File: src/rtl/load_store_unit.sv
// load_store_unit: memory stage FSM that formats stores, extracts loads, flags misalignment and bus timeout
module load_store_unit #(
  parameter int XLEN        = 32,
  parameter int BUS_TIMEOUT = 255
) (
  input  logic            clk,
  input  logic            rst,
  input  logic            req_valid,
  output logic            req_ready,
  input  logic [3:0]      req_type,
  input  logic [XLEN-1:0] req_addr,
  input  logic [XLEN-1:0] req_wdata,
  input  logic [4:0]      req_rd,
  output logic            resp_valid,
  input  logic            resp_ready,
  output logic [XLEN-1:0] resp_rdata,
  output logic [4:0]      resp_rd,
  output logic            resp_misaligned,
  output logic            resp_fault,
  output logic            dmem_valid,
  input  logic            dmem_ready,
  output logic [XLEN-1:0] dmem_addr,
  output logic            dmem_wen,
  output logic [3:0]      dmem_wstrb,
  output logic [XLEN-1:0] dmem_wdata,
  input  logic            dmem_rvalid,
  input  logic [XLEN-1:0] dmem_rdata
);
  localparam logic [3:0] LB = 4'd0, LH = 4'd1, LW = 4'd2, LBU = 4'd3, LHU = 4'd4,
                         SB = 4'd5, SH = 4'd6, SW = 4'd7;
  typedef enum logic [1:0] {IDLE, REQ, WAIT, RESP} state_t;
  state_t state_q, state_d;
  logic [3:0] type_q, type_d;
  logic [XLEN-1:0] addr_q, addr_d, wdata_q, wdata_d, rdata_q, rdata_d;
  logic [4:0] rd_q, rd_d;
  logic mis_q, mis_d, fault_q, fault_d;
  logic [31:0] cnt_q, cnt_d;
  logic req_load, req_store, req_mis, st_q;
  logic [XLEN-1:0] word, ext, fmt_wdata;
  logic [3:0] fmt_wstrb;
  assign req_load  = req_type inside {LB, LH, LW, LBU, LHU};
  assign req_store = req_type inside {SB, SH, SW};
  assign req_mis   = (req_type inside {LH, LHU, SH} && req_addr[0]) ||
                     (req_type inside {LW, SW} && req_addr[1:0] != 2'b00);
  assign st_q      = type_q inside {SB, SH, SW};
  assign word = dmem_rdata >> {addr_q[1:0], 3'b000};
  assign ext  = type_q == LB  ? {{24{word[7]}}, word[7:0]} :
                type_q == LBU ? {24'b0, word[7:0]} :
                type_q == LH  ? {{16{word[15]}}, word[15:0]} :
                type_q == LHU ? {16'b0, word[15:0]} : word;
  assign fmt_wstrb = type_q == SB ? 4'b0001 << addr_q[1:0] :
                     type_q == SH ? (addr_q[1] ? 4'b1100 : 4'b0011) :
                     type_q == SW ? 4'b1111 : 4'b0000;
  assign fmt_wdata = type_q == SB ? {4{wdata_q[7:0]}} :
                     type_q == SH ? {2{wdata_q[15:0]}} :
                     type_q == SW ? wdata_q : '0;
  assign req_ready       = state_q == IDLE;
  assign dmem_valid      = state_q == REQ;
  assign resp_valid      = state_q == RESP;
  assign dmem_addr       = dmem_valid ? {addr_q[XLEN-1:2], 2'b00} : '0;
  assign dmem_wen        = dmem_valid && st_q;
  assign dmem_wstrb      = dmem_valid ? fmt_wstrb : 4'b0000;
  assign dmem_wdata      = dmem_valid ? fmt_wdata : '0;
  assign resp_rdata      = resp_valid ? rdata_q : '0;
  assign resp_rd         = resp_valid ? rd_q : 5'd0;
  assign resp_misaligned = resp_valid && mis_q;
  assign resp_fault      = resp_valid && fault_q;
  always_comb begin
    state_d = state_q;
    type_d  = type_q;
    addr_d  = addr_q;
    wdata_d = wdata_q;
    rd_d    = rd_q;
    rdata_d = rdata_q;
    mis_d   = mis_q;
    fault_d = fault_q;
    cnt_d   = cnt_q;
    unique case (state_q)
      IDLE: if (req_valid) begin
        type_d  = req_type;
        addr_d  = req_addr;
        wdata_d = req_wdata;
        rd_d    = req_rd;
        rdata_d = '0;
        mis_d   = req_mis;
        fault_d = 1'b0;
        state_d = (req_mis || !(req_load || req_store)) ? RESP : REQ;
      end
      REQ: if (dmem_ready) begin
        cnt_d   = '0;
        state_d = st_q ? RESP : WAIT;
      end
      WAIT: if (dmem_rvalid) begin
        rdata_d = ext;
        state_d = RESP;
      end else if (BUS_TIMEOUT != 0 && cnt_q == 32'(BUS_TIMEOUT - 1)) begin
        fault_d = 1'b1;
        state_d = RESP;
      end else cnt_d = cnt_q + 32'd1;
      RESP: if (resp_ready) state_d = IDLE;
      default: state_d = IDLE;
    endcase
  end
  always_ff @(posedge clk) begin
    if (rst) begin
      state_q <= IDLE;
      type_q  <= '0;
      addr_q  <= '0;
      wdata_q <= '0;
      rd_q    <= '0;
      rdata_q <= '0;
      mis_q   <= 1'b0;
      fault_q <= 1'b0;
      cnt_q   <= '0;
    end else begin
      state_q <= state_d;
      type_q  <= type_d;
      addr_q  <= addr_d;
      wdata_q <= wdata_d;
      rd_q    <= rd_d;
      rdata_q <= rdata_d;
      mis_q   <= mis_d;
      fault_q <= fault_d;
      cnt_q   <= cnt_d;
    end
  end
endmodule

File: config.mk
export PLATFORM = sky130hd
export DESIGN_NAME = load_store_unit
export DESIGN_NICKNAME = d
export VERILOG_FILES = /design/src/rtl/load_store_unit.sv
export SDC_FILE = /design/constraint.sdc
export NUM_CORES = 1
export LEC_CHECK = 0
export CAP_MARGIN = 20
export CORE_ASPECT_RATIO = 0.7
export CORE_MARGIN = 4
export CORE_UTILIZATION = 49
export CTS_BUF_LIST = sky130_fd_sc_hd__clkbuf_8
export DETAILED_ROUTE_END_ITERATION = 6
export GPL_TIMING_DRIVEN = 0
export PLACE_DENSITY = 0.85
export SYNTH_ARGS = -nofsm -noshare
export SYNTH_HDL_FRONTEND = slang
export SYNTH_SLANG_ARGS = --single-unit
File: constraint.sdc
create_clock -name clk -period 2.9 [get_ports clk]
set_input_delay 0.29 -clock clk [delete_from_list [all_inputs] [get_ports clk]]
set_output_delay 0.29 -clock clk [all_outputs]
set_load 0.005 [all_outputs]
# Yosys cells after proc, flatten, opt, wreduce, memory -nomap -nowiden

Cells that the tools add are included.

Register bits after elaboration: 141
Bits in latches: 0
Memory bits (writable): 0
Bits in read-only memories: 0
Word-level logic and storage cells: 97
Memories: 0

Add/subtract/negate cells: 1
Multiply operators: 0
Div/mod/pow operators: 0
$lt $le $gt $ge: 0
Equality and inequality tests: 25
Shifts and indexed selects: 2
Muxes and demuxes: 35
Bitwise operators: 0
Reduce and logical (&&, ||, !) cells: 25

Operators with widths:

| cell                                                                    | number |
|---|---|
| 32-bit two-way mux                                                      | 15 |
| 32-bit one-hot mux with 2 select lines                                  | 2 |
| 32-bit by 1-bit adder with 32-bit output (second input constant)        | 1 |
| 32-bit by 8-bit equality test with 1-bit output (second input constant) | 1 |
| 4-bit by 3-bit equality test with 1-bit output (second input constant)  | 8 |
| 32-bit by 5-bit >> shifter with 32-bit output                           | 1 |
| 4-bit two-way mux                                                       | 5 |
| 4-bit by 2-bit equality test with 1-bit output (second input constant)  | 3 |
| 2-bit two-way mux                                                       | 6 |
| 4-bit AND reduction                                                     | 3 |
| 2-bit != test (second input constant)                                   | 5 |
| 3-bit nonzero test                                                      | 3 |
| 4-bit by 1-bit equality test with 1-bit output (second input constant)  | 2 |
| 4-bit zero test                                                         | 2 |
| 2-bit one-hot mux with 4 select lines                                   | 1 |
| 2-bit nonzero test                                                      | 4 |
| 1-bit logical AND                                                       | 5 |
| 5-bit two-way mux                                                       | 1 |
| 5-bit nonzero test                                                      | 1 |
| 2-bit equality test (second input constant)                             | 2 |
| 1-bit two-way mux                                                       | 4 |
| 2-bit by 1-bit != test with 1-bit output (second input constant)        | 2 |
| 1-bit by 2-bit left shift with 4-bit output (first input constant)      | 1 |
| 1-bit logical OR                                                        | 3 |
| 7 further kinds                                                         | 7 |

# Logic depth before layout (Yosys ltp)

Depth in word-level cells: 8
Gate-level depth with buffers: 11
Mapped depth without buffers: 8

# Least setup slack after synthesis

No wires, ideal clock.

Path kind: register to register
Start: register state_q[1]
End: register cnt_q[17]
Setup time: 0.059 ns
Arrival: 2.080 ns
Data required time: 2.841 ns
Path slack: 0.761 ns
Cell stages (with the launch flop): 10
Buffers on the path: 2
Period minus slack after synthesis: 2.139 ns
Path through: dfxtp_1 inv_1 ha_1 clkbuf_1 nand2b_1 clkbuf_1 nor2_1 or2_2 or4_1 nand2_1

Word-level cells in the longest chain between the ends: 3
Elaborated cells on any way between the ends: 8
Classes of those cells: eq/ne (5); mux (1); reduce/logical (2)

Ends and longest elaborated chain:

| what                                                                                            | RTL line | source |
|---|---|---|
| start: declaration                                                                              | 32       | `state_t state_q, state_d;` |
| start signal: assignment                                                                        | 116      | `state_q <= state_d;` |
| 2-bit by 1-bit equality test with 1-bit output *                                                | n/a      |  |
| named net dmem_valid                                                                            | 20       | `output logic dmem_valid,` |
| 2-bit by 1-bit != test with 1-bit output (no source line) or 2-bit nonzero test (tied branches) | n/a      |  |
| 4-bit AND reduction (no source line)                                                            | n/a      |  |
| end signal: assignment                                                                          | 124      | `cnt_q <= cnt_d;` |
| end: declaration                                                                                | 37       | `logic [31:0] cnt_q, cnt_d;` |

The timed path passes the listed nets; every way through them passes the cells marked *.
A chain may end at the register's enable or synchronous reset.

# Worst setup path after layout

Start: register type_q[2]
End: output dmem_wdata[31]

Word-level cells in the longest chain between the ends: 5
Elaborated cells on any way between the ends: 7
Classes of those cells: eq/ne (3); mux (4)

Ends and longest elaborated chain:

| what                                           | RTL line | source |
|---|---|---|
| start: declaration                             | 33       | `logic [3:0] type_q, type_d;` |
| start signal: assignment                       | 117      | `type_q <= type_d;` |
| 4-bit by 3-bit equality test with 1-bit output | 56       | `type_q == SW ? wdata_q : '0;` |
| 32-bit two-way mux                             | 56       |  |
| 32-bit two-way mux                             | 55       | `type_q == SH ? {2{wdata_q[15:0]}} :` |
| 32-bit two-way mux *                           | 54       | `assign fmt_wdata = type_q == SB ? {4{wdata_q[7:0]}} :` |
| 32-bit two-way mux *                           | 63       | `assign dmem_wdata = dmem_valid ? fmt_wdata : '0;` |
| end: declaration                               | 25       | `output logic [XLEN-1:0] dmem_wdata,` |

Every way passes the cells marked *; elsewhere a longest branch is shown, timed or not.

==> flow_metrics.py <==
metrics = {
    "cells_and_area": {
        "seqCellArea_sq_um": 2830,
        "diodes": 0,
        "fin_util_pct": 71.6,
        "multi_input_comb_area_sq_um": 4170,
        "area_growth_pct": 39.9,
        "final_cell_mix": "217 x clkdlybuf4s50_1, 189 x nand2_1, 140 x dfxtp_1",
        "final_common_cell": "clkdlybuf4s50_1",
        "fillCellCount": 1207,
        "nets": 1319,
        "drive_gt1_share_pct": 6.51,
    },
    "yosys": {
        "ys.flop_type": "dfxtp_1",
        "netlist_area_sq_um": 7290,
        "yosys.area_share.adder_pct": 1.20,
        "ys_warn_count": 0,
        "ys_types": 61,
        "synth_compound_area_share_pct": 20.8,
        "synth-seq-cells": 141,
        "synth_xor_area_share_pct": 2.28,
        "ys_seq_area_share_pct": 38.7,
        "netlist_instances": 962,
        "synth.avg_cell_area_sq_um": 7.57,
        "synth_edf_count": 0,
        "synth_top_family_by_area": "simple AND/OR/NAND/NOR gates",
        "synth_simple_gate_area_share_pct": 29.7,
        "synth_mux_area_share_pct": 2.75,
        "synthArstFlopShare_pct": 0,
    },
    "setup_path": {
        "crit_type": "flop to output pin",
        "crit_required_ns": 2.61,
        "critPathLaunch": "type_q[2]",
        "crit_slowest_cell": "clkdlybuf4s50_1",
        "critPathCaptureType": "output pin",
        "reg2reg_from": "state_q[0]",
        "slowest_delay_ns": 0.57,
        "setup.worst_path.start_class": "flop",
        "crit_family": "simple AND/OR/NAND/NOR gates",
        "worstPathCellList": "nor2b_2 -> and2_1 -> clkbuf_4 -> o21ai_0 -> nor3_1 -> clkdlybuf4s50_1",
        "cp_max_fo": 9,
        "critical_path_buf_inv_count": 2,
        "crit_arrival_ns": 2.54,
    },
    "floorplanning": {
        "fp.dieH_um": 110,
        "ios": 222,
        "core_sq_um": 14200,
        "dieArea_sq_um": 16900,
        "initial_core_util_pct": 51.2,
        "die_w_um": 154,
        "rows": 36,
    },
    "cts": {
        "clk_latency_ns": 0.47,
        "cts_tree": "built",
        "clkTransAtPathRegs_ns": 0.10,
        "clkSinkCount": 141,
        "holdBufCountCts": 0,
        "numCtsBuffers": 17,
        "root_buffer": "clkbuf_8",
        "clockBufferDepth": 2,
        "htree_levels": 4,
    },
    "pwr": {
        "cellLeakagePower_uw": 0.00359,
        "report.power.total_uw": 6120,
        "ir_drop_v": 0.000367,
        "pwr_density_cell_nw_per_um2": 600,
    },
    "drt": {
        "wl_um": 24700,
        "dr_total_vias": 7839,
        "drc": 0,
        "vias_per_cell": 5.58,
        "firstDrtPassIters": 5,
        "wl_per_cell_um": 17.6,
        "dr.first_iter.drc_count": 580,
        "postRouteAntennaNets": 0,
    },
    "global_routing": {
        "grt_pass1_wl_um": 38700,
        "grt_pass1_vias": 7411,
        "grt_max_degree": 20,
        "antenna_found_initial": 0,
        "globalRouteOverflowTotal": 0,
        "grt_util_all_layers_pct": 28.7,
    },
    "sta": {
        "fin_crit_sh_pct": 97.7,
        "slew_headroom_pct": 32.9,
        "hold_violations": 0,
        "worst_slew_pin_slew_ns": 0.998,
        "fin_crit_ns": 2.83,
        "maxSlewViolCount": 0,
        "fmax_mhz": 353,
        "setup_viol": 0,
        "skew_ns": 0.0119,
    },
    "placed_design": {
        "gp_congestion": 0.967,
        "io_buffers": 218,
        "hpwl_um": 18600,
    },
    "status": {
        "outcome": "finished, final reports clean",
    },
    "worst_hold_path": {
        "worstHoldStart": "req_addr[15]",
        "hold_path.class": "input pin to flop",
    },
    "job": {
        "drv_cap": 0,
    },
}
-- logic make-up (layout without fill, tap and decap cells) --
logic type,after synthesis,in the layout
AO/OA/AOI/OAI,244,244
XOR/XNOR,19,19
adder cells (fa/ha/maj),7,7
buffers and inverters,80,331
flip-flops,141,141
multiplexers,20,20
other,1,2
AND/OR/NAND/NOR,450,450
-- power breakdown --
| part | total [uW] | internal (uW) | switching [uW] |
|---|---|---|---|
| Clock | 1670 | 791 | 882 |
| Combinational | 2120 | 784 | 1330 |
| Sequential | 2320 | 2160 | 161 |
| Total | 6120 | 3740 | 2380 |
-- timing repair --
action,4_1_cts,5_1_grt
pin swaps,0,0
endpoints found under the hold margin,0,0
cloned,1,0
setup endpoints to repair,81,57
gates resized for setup,10,9
buffers inserted,3,2
-- sequential cells by signal, summed over array words and instances (netlist names) --
register	count
rdata_q	32
state_q	2
rd_q	5
type_q	4
addr_q	32
wdata_q	32
mis_q	1
fault_q	1
cnt_q	32
-- per-stage QoR --
stage	TNS (ns)	hold slack, ns	cells	instance area, sq um	setup slack (ns)
final	0	0.361	1404	10200	0.0676
after global routing	-0.00397	0.363	1404	10200	-0.00397
after CTS	0	0.347	1404	10200	0.00224
after detailed placement	-0.0550	0.439	1371	9710	-0.0162
after global placement	-0.0470	0.428	1371	9710	-0.0159
after floorplan	0	0.417	963	7290	0.761
-- synth_stat cells, drive strengths merged, types with 3 or more instances --
| cell | count | area share, % |
|---|---|---|
| and2 | 83 | 7.1 |
| ha | 7 | 1.2 |
| a22oi | 23 | 2.4 |
| a211o | 8 | 0.96 |
| a21oi | 126 | 8.7 |
| xor2 | 4 | 0.48 |
| o221ai | 7 | 0.84 |
| and3 | 6 | 0.52 |
| o2bb2ai | 8 | 0.96 |
| a32oi | 7 | 0.84 |
| nor3 | 17 | 1.3 |
| nand4 | 7 | 0.77 |
| clkbuf | 45 | 2.3 |
| dfxtp | 141 | 39 |
| nand2b | 9 | 0.77 |
| buf | 23 | 1.5 |
| nor4 | 7 | 0.98 |
| xnor2 | 15 | 1.8 |
| a211oi | 4 | 0.48 |
| o211ai | 4 | 0.60 |
| mux2i | 20 | 2.7 |
| nand3 | 13 | 0.89 |
| o21ai | 39 | 2.7 |
| nor2b | 12 | 1.0 |
| nor2 | 86 | 4.4 |
| nand2 | 189 | 9.7 |
| a31oi | 3 | 0.26 |
| inv | 12 | 0.62 |
| or3 | 9 | 0.77 |
-- worst register-to-register path: cells and delay by family, from the launching register on --
| kind | cells | cell delay (ns) |
|---|---|---|
| compound gates | 2 | 0.34 |
| buf+inv | 3 | 0.58 |
| simple gates | 4 | 0.98 |
| fa+ha+maj | 1 | 0.31 |
| flops | 1 | 0.41 |
-- worst paths after layout --
path | endpoint | slack (ns) | cells past startpoint
setup / recovery | dmem_wdata[31] | 0.07 | 6
hold / removal | addr_q[15] | 0.36 | 3
setup reg to reg | rdata_q[20] | 0.21 | 10
hold reg to reg | rd_q[0] | 0.45 | 2
-- final cells by class --
class	instances	share of cell area, %
Inverter	12	0.442
Tap cell	190	2.33
Timing Repair Buffer	224	21.9
Clock inverter	15	1.71
Buffer	62	2.59
Timing Repair inverter	1	0.0737
Multi-Input combinational cell	742	40.9
Clock buffer	17	2.30
Sequential cell	141	27.7
-- routing by layer --
layer	wire [um]	vias to the layer above	global-route usage, %
met5	0	-	0
met4	388	0	7.62
met3	2510	36	7.96
met2	10900	364	45.3
met1	10800	3671	39.1
li1	-	3768	-
(Power assumes the default switching activity.)
